## config.mk

```make
export PLATFORM = sky130hd
export DESIGN_NAME = dcache_gnt_mon
export DESIGN_NICKNAME = d
export VERILOG_FILES = /design/src/rtl/dcache_mon_pkg.sv /design/src/rtl/dcache_starve_cnt.sv /design/src/rtl/dcache_gnt_mon.sv
export SDC_FILE = /design/constraint.sdc
export NUM_CORES = 1
export LEC_CHECK = 0
export CAP_MARGIN = 25
export CORE_UTILIZATION = 45
export CTS_CLUSTER_SIZE = 16
export DETAILED_ROUTE_END_ITERATION = 12
export GPL_TIMING_DRIVEN = 0
export PLACE_DENSITY_LB_ADDON = 0.12
export SLEW_MARGIN = 15
export SYNTH_ARGS = -nofsm -noshare
export SYNTH_HDL_FRONTEND = slang
export SYNTH_SLANG_ARGS = --single-unit
```

## constraint.sdc

```tcl
create_clock -name clk_i -period 6.2 [get_ports clk_i]
set_clock_uncertainty 0.1 [all_clocks]
set_input_delay 0.62 -clock clk_i [delete_from_list [all_inputs] [get_ports clk_i]]
set_output_delay 0.62 -clock clk_i [all_outputs]
set_load 0.01 [all_outputs]
```

## src/rtl/dcache_mon_pkg.sv

```systemverilog
// dcache_mon_pkg: shared error codes, monitor states, default parameters and the onehot0 helper
package dcache_mon_pkg;
  localparam int unsigned NR_PORTS_DEF = 5;
  localparam int unsigned NR_BYPASS_DEF = 3;
  localparam int unsigned STARVE_LIMIT_DEF = 64;
  localparam int unsigned CNT_WIDTH_DEF = 16;
  typedef enum logic [2:0] {
    ERR_NONE = 3'd0,
    ERR_MULTI_GNT = 3'd1,
    ERR_GNT_NO_REQ = 3'd2,
    ERR_STARVE = 3'd3,
    ERR_BYPASS_MULTI = 3'd4
  } err_code_e;
  typedef enum logic [1:0] {DISABLED, MONITOR, ERROR} mon_state_e;
  function automatic logic onehot0(input logic [31:0] v);
    return (v & (v - 32'd1)) == 32'd0;
  endfunction
endpackage

```

## src/rtl/dcache_starve_cnt.sv

```systemverilog
// dcache_starve_cnt: per-port wait counter; starve_o when wait hits STARVE_LIMIT, hit_o when it will reach it this cycle
module dcache_starve_cnt #(
  parameter int unsigned STARVE_LIMIT = 64
) (
  input  logic clk_i,
  input  logic rst_i,
  input  logic en_i,
  input  logic clear_i,
  input  logic req_i,
  input  logic gnt_i,
  output logic starve_o,
  output logic hit_o
);
  localparam int unsigned W = $clog2(STARVE_LIMIT + 1);
  localparam logic [W-1:0] LIM = W'(STARVE_LIMIT);
  logic [W-1:0] wait_q, wait_d;
  always_comb begin
    wait_d = clear_i ? '0 : !en_i ? wait_q : (gnt_i || !req_i) ? '0 : (wait_q == LIM) ? wait_q : wait_q + 1'b1;
    hit_o = wait_d == LIM;
  end
  always_ff @(posedge clk_i or posedge rst_i) begin
    if (rst_i) begin
      wait_q <= '0;
      starve_o <= 1'b0;
    end else begin
      wait_q <= wait_d;
      starve_o <= wait_d == LIM;
    end
  end
endmodule

```

## src/rtl/dcache_gnt_mon.sv

```systemverilog
// dcache_gnt_mon: arbiter grant monitor; counts grants, flags starvation, latches first violation (code/port/time)
module dcache_gnt_mon
  import dcache_mon_pkg::*;
#(
  parameter int unsigned NR_PORTS = NR_PORTS_DEF,
  parameter int unsigned NR_BYPASS = NR_BYPASS_DEF,
  parameter int unsigned STARVE_LIMIT = STARVE_LIMIT_DEF,
  parameter int unsigned CNT_WIDTH = CNT_WIDTH_DEF
) (
  input  logic                                clk_i,
  input  logic                                rst_i,
  input  logic                                en_i,
  input  logic                                clear_i,
  input  logic [NR_PORTS-1:0]                 req_i,
  input  logic [NR_PORTS-1:0]                 gnt_i,
  input  logic [NR_PORTS-1:0]                 rd_gnt_i,
  input  logic [NR_BYPASS-1:0]                bypass_gnt_i,
  output logic [NR_PORTS-1:0][CNT_WIDTH-1:0]  gnt_cnt_o,
  output logic [NR_PORTS-1:0]                 starve_o,
  output logic                                err_o,
  output logic [2:0]                          err_code_o,
  output logic [$clog2(NR_PORTS)-1:0]         err_port_o,
  output logic [CNT_WIDTH-1:0]                err_time_o
);
  localparam int unsigned PW = $clog2(NR_PORTS);
  mon_state_e state_q, state_d;
  err_code_e code_d;
  logic [PW-1:0] port_d;
  logic [NR_PORTS-1:0] hit;
  logic [CNT_WIDTH-1:0] ts_q;
  logic viol;
  function automatic logic [PW-1:0] lowest(input logic [NR_PORTS-1:0] v);
    lowest = '0;
    for (int i = NR_PORTS - 1; i >= 0; i--) if (v[i]) lowest = PW'(i);
  endfunction
  for (genvar g = 0; g < NR_PORTS; g++) begin : g_starve
    dcache_starve_cnt #(.STARVE_LIMIT(STARVE_LIMIT)) u_starve (
      .clk_i(clk_i), .rst_i(rst_i), .en_i(en_i), .clear_i(clear_i),
      .req_i(req_i[g]), .gnt_i(gnt_i[g]), .starve_o(starve_o[g]), .hit_o(hit[g])
    );
  end
  always_comb begin
    code_d = ERR_NONE;
    port_d = '0;
    if (!onehot0(32'(gnt_i))) begin
      code_d = ERR_MULTI_GNT;
      port_d = lowest(gnt_i);
    end else if (|(gnt_i & ~req_i)) begin
      code_d = ERR_GNT_NO_REQ;
      port_d = lowest(gnt_i & ~req_i);
    end else if (|hit) begin
      code_d = ERR_STARVE;
      port_d = lowest(hit);
    end else if (!onehot0(32'(bypass_gnt_i))) begin
      code_d = ERR_BYPASS_MULTI;
    end
    // only the first violation is kept; a sticky error left over from before a disable still blocks new ones
    viol = en_i && !clear_i && !err_o && state_q != ERROR && code_d != ERR_NONE;
    state_d = state_q;
    if (!en_i) state_d = DISABLED;
    else if (clear_i) state_d = MONITOR;
    else if (viol) state_d = ERROR;
    else if (state_q == DISABLED) state_d = err_o ? ERROR : MONITOR;
  end
  always_ff @(posedge clk_i or posedge rst_i) begin
    if (rst_i) begin
      state_q <= DISABLED;
      ts_q <= '0;
      gnt_cnt_o <= '0;
      err_o <= 1'b0;
      err_code_o <= '0;
      err_port_o <= '0;
      err_time_o <= '0;
    end else begin
      state_q <= state_d;
      if (clear_i) begin
        ts_q <= '0;
        gnt_cnt_o <= '0;
        err_o <= 1'b0;
        err_code_o <= '0;
        err_port_o <= '0;
        err_time_o <= '0;
      end else begin
        if (en_i) ts_q <= ts_q + 1'b1;
        for (int p = 0; p < NR_PORTS; p++)
          if (en_i && (gnt_i[p] || rd_gnt_i[p]) && !(&gnt_cnt_o[p])) gnt_cnt_o[p] <= gnt_cnt_o[p] + 1'b1;
        if (viol) begin
          err_o <= 1'b1;
          err_code_o <= code_d;
          err_port_o <= port_d;
          err_time_o <= ts_q;
        end
      end
    end
  end
endmodule

```

==> flow_summary.toml <==
[status]
status = "completed"

[power_and_ir_drop]
leakage_nw = 4.59
power.density_cell_area_mw_per_mm2 = 215
ir_worst_vdd_mv = 0.183
power.total_mw = 2.36

[clock_tree]
cts-buffers-inserted = 17
post_cts.repair.setup_buffers = 0
post_cts_resize_count = 0
worst_setup_hold_path_clk_slew_ns = 0.07
hold_buffers = 0
clock_sink_count = 161
ctsLongestPathBuffers = 2
tritoncts_clock_tree = "built"
ctsHtreeMaxLevel = 4
clock_tree.root_cell = "clkbuf_16"
insertion_delay_ns = 0.43

[synthesis]
synth.ff_latch_count = 161
synth.avg_cell_area_um2 = 9.55
synth-edff-count = 0
synth.cell_area_mm2 = 0.00874
post_synth_inst_count = 915
synth.yosys.seq_area_share_pct = 46.1
netlist_cell_types = 74
dominantRegCellSynth = "dfrtp_1"
synth-warning-count = 0
synth_nets = 953
async_reset_ff_share_pct = 100

[cells_and_area]
fill_cells = 1691
multi_input_comb_area_mm2 = 0.00441
area_growth_pct = 25.7
layout.cells.most_common_list = "dfrtp_1 (161), clkdlybuf4s50_1 (128), nor2_1 (119)"
commonest_non_fill_non_tap_cell_in_the_layout = "dfrtp_1"
layout-drive-gt1-share_pct = 7.16
finish.cell_count_without_fillers = 1335
fin_util_pct = 58.2
insertedDiodeCount = 0
area.sequential_mm2 = 0.00403
nets = 1101

[worst_setup_path]
cp_max_fo = 10
crit_type = "in -> reg"
worstReg2RegStart = "g_starve[4].u_starve.wait_q[0]"
crit_chain = "clkdlybuf4s50_1 > buf_2 > buf_1 > clkbuf_1 > buf_1 > clkbuf_1 > clkbuf_1 > nor2_1"
crit_path_start_kind = "input port"
critPathMaxStageDelay_ns = 0.62
crit_start = "clear_i"
worst-endpoint-arrival_ns = 4.14
critical_path.endpoint_type = "register"
critical-path-top-cell-by-count = "clkbuf_1"
critical_path.slowest_cell = "clkbuf_1"
required_time_of_the_critical_path_ns = 6.39

[global_routing]
grt_antenna_before_repair = 0
grt_first_pass_wirelength_um = 35100
number_of_global_route_vias_before_repair = 6944
grt_max_degree = 86
grt_util_all_layers_pct = 22.3
globalRoute.totalOverflow = 0

[sta]
fmaxAchievable_ghz = 0.253
finalCritPeriodShare_pct = 63.8
final-hold-violation-count = 0
maxSlewViolCount = 0
unrepaired_setup_endpoints_after_global_routing = "no"
slew_headroom_pct = 51.7
worst_slew_pin_slew_ns = 0.724
min_period_ns = 3.95
setup-violations-final = 0

[placement]
placed_cells = 1304
placement.io_buffers = 128
finalWeightedCongestion = 0.872
detailed_place_hpwl_um = 15100

[floorplan]
design.core.area_mm2 = 0.0189
core.rowCount = 50
die_width_um = 141
io_pins = 130
floorplan.die.height_um = 141
dieArea_mm2 = 0.0200
floorplan.initialDensity_pct = 46.3

[drt]
num_vias = 7298
detail_route.iter0.violations = 382
detail_route.wl_per_cell_um = 15.9
detail_route.first_pass.iterations = 5
postRouteWirelength_um = 21300
vias_per_cell = 5.47
drcViolationCount = 0
drt.antenna.violating_nets = 0

[hold_path]
worst_hold_path_type = "reg -> reg"
hold_path_origin = "err_code_o[1]"

[job]
drv_cap = 0
==> power by group <==
part	switching, mW	internal (mW)	leakage (nW)
clock network	0.475	0.620	0.296
logic	0.114	0.0711	2.06
registers	0.0153	1.06	2.23
total	0.604	1.75	4.59
==> kinds of logic after synthesis <==
group,synth area share [%]
simple gates,24.2
mux,4.01
compound gates,12.0
flops,46.1
xor+xnor,7.91
buf+inv,3.42
fa+ha+maj,2.40
==> final cells by class <==
type | count | area share, %
Buffer | 36 | 1.63
Tap cell | 260 | 2.96
Inverter | 32 | 1.16
Clock inverter | 13 | 1.50
Sequential cell | 161 | 36.7
Clock buffer | 18 | 4.00
Timing Repair Buffer | 129 | 11.9
Multi-Input combinational cell | 686 | 40.2
==> sequential cells by signal (all words and copies together), names as in the netlist <==
name                        flops
err_port_o                      3
err_time_o                     16
err_o                           1
g_starve.u_starve.wait_q       35
gnt_cnt_o                      80
state_q                         2
err_code_o                      3
ts_q                           16
g_starve.u_starve.starve_o      5
==> synthesized netlist by cell type (all sizes together) (3+ instances only) <==
library cell  count  area (um^2)
or3              21          141
o221ai            3         26.3
nand4            21          131
a21o              3         22.5
nor2b            33          206
or4               5         37.5
nor3             16         80.1
a31o              3         26.3
o21a              4         30.0
mux2             16          240
nor2            119          447
a21oi            40          204
or2               4         25.0
o22ai             4         25.0
a2111oi           3         27.5
buf              14         96.3
xor2             52          455
nand2            73          274
dfrtp           161         4030
and4              8         72.6
and2              3         18.8
a32oi             4         35.0
nor4              7          104
mux2i            11          110
a31oi            11         68.8
o2111ai           3         26.3
o31ai             4         30.0
nand4b            4         35.0
ha               16          200
nor3b             6         45.0
a211oi            8         65.1
xnor2            27          236
clkbuf           22         82.6
nand2b            8         50.1
nor4b             4         35.0
a221oi            3         26.3
a22oi             3         22.5
and3             17          106
nand3            45          225
inv              32          120
o21ai            44          220
o211ai            4         35.0
==> critical path, delay by kind of cell <==
kind | cells | cell delay, ns
buffers and inverters | 7 | 3.38
AND/OR/NAND/NOR | 1 | 0.11
==> per-layer routing <==
metal / vias up / track usage (%) / routed length [um]
li1: 3546 / - / -
met4: 0 / 6.85 / 298
met5: - / 0 / 0
met3: 26 / 5.87 / 1420
met1: 3527 / 30.1 / 10100
met2: 199 / 35.1 / 9480
==> per-stage QoR <==
stage	setup TNS [ns]	worst slack, ns	instance area [um^2]	hold slack [ns]
4_1_cts	0	2.19	11000	0.423
3_3_place_gp	-204.51	-1.28	10300	0.403
5_1_grt	0	1.97	11000	0.433
3_5_place_dp	0	1.75	10400	0.406
6_report	0	2.25	11000	0.425
2_1_floorplan	0	1.13	8740	0.399
==> final timing paths <==
path	cells after the start	slack, ns	to
worst min register to register	1	0.43	err_code_o[1]
worst max-delay path	8	2.25	g_starve[4].u_starve.wait_q[0]
worst min-delay path	1	0.43	err_code_o[1]
max in group asynchronous	3	4.64	state_q[0]
min in group asynchronous	2	0.53	gnt_cnt_o[9]
worst max register to register	11	2.81	err_time_o[2]
No activity file was read; power rests on OpenSTA's default activity.
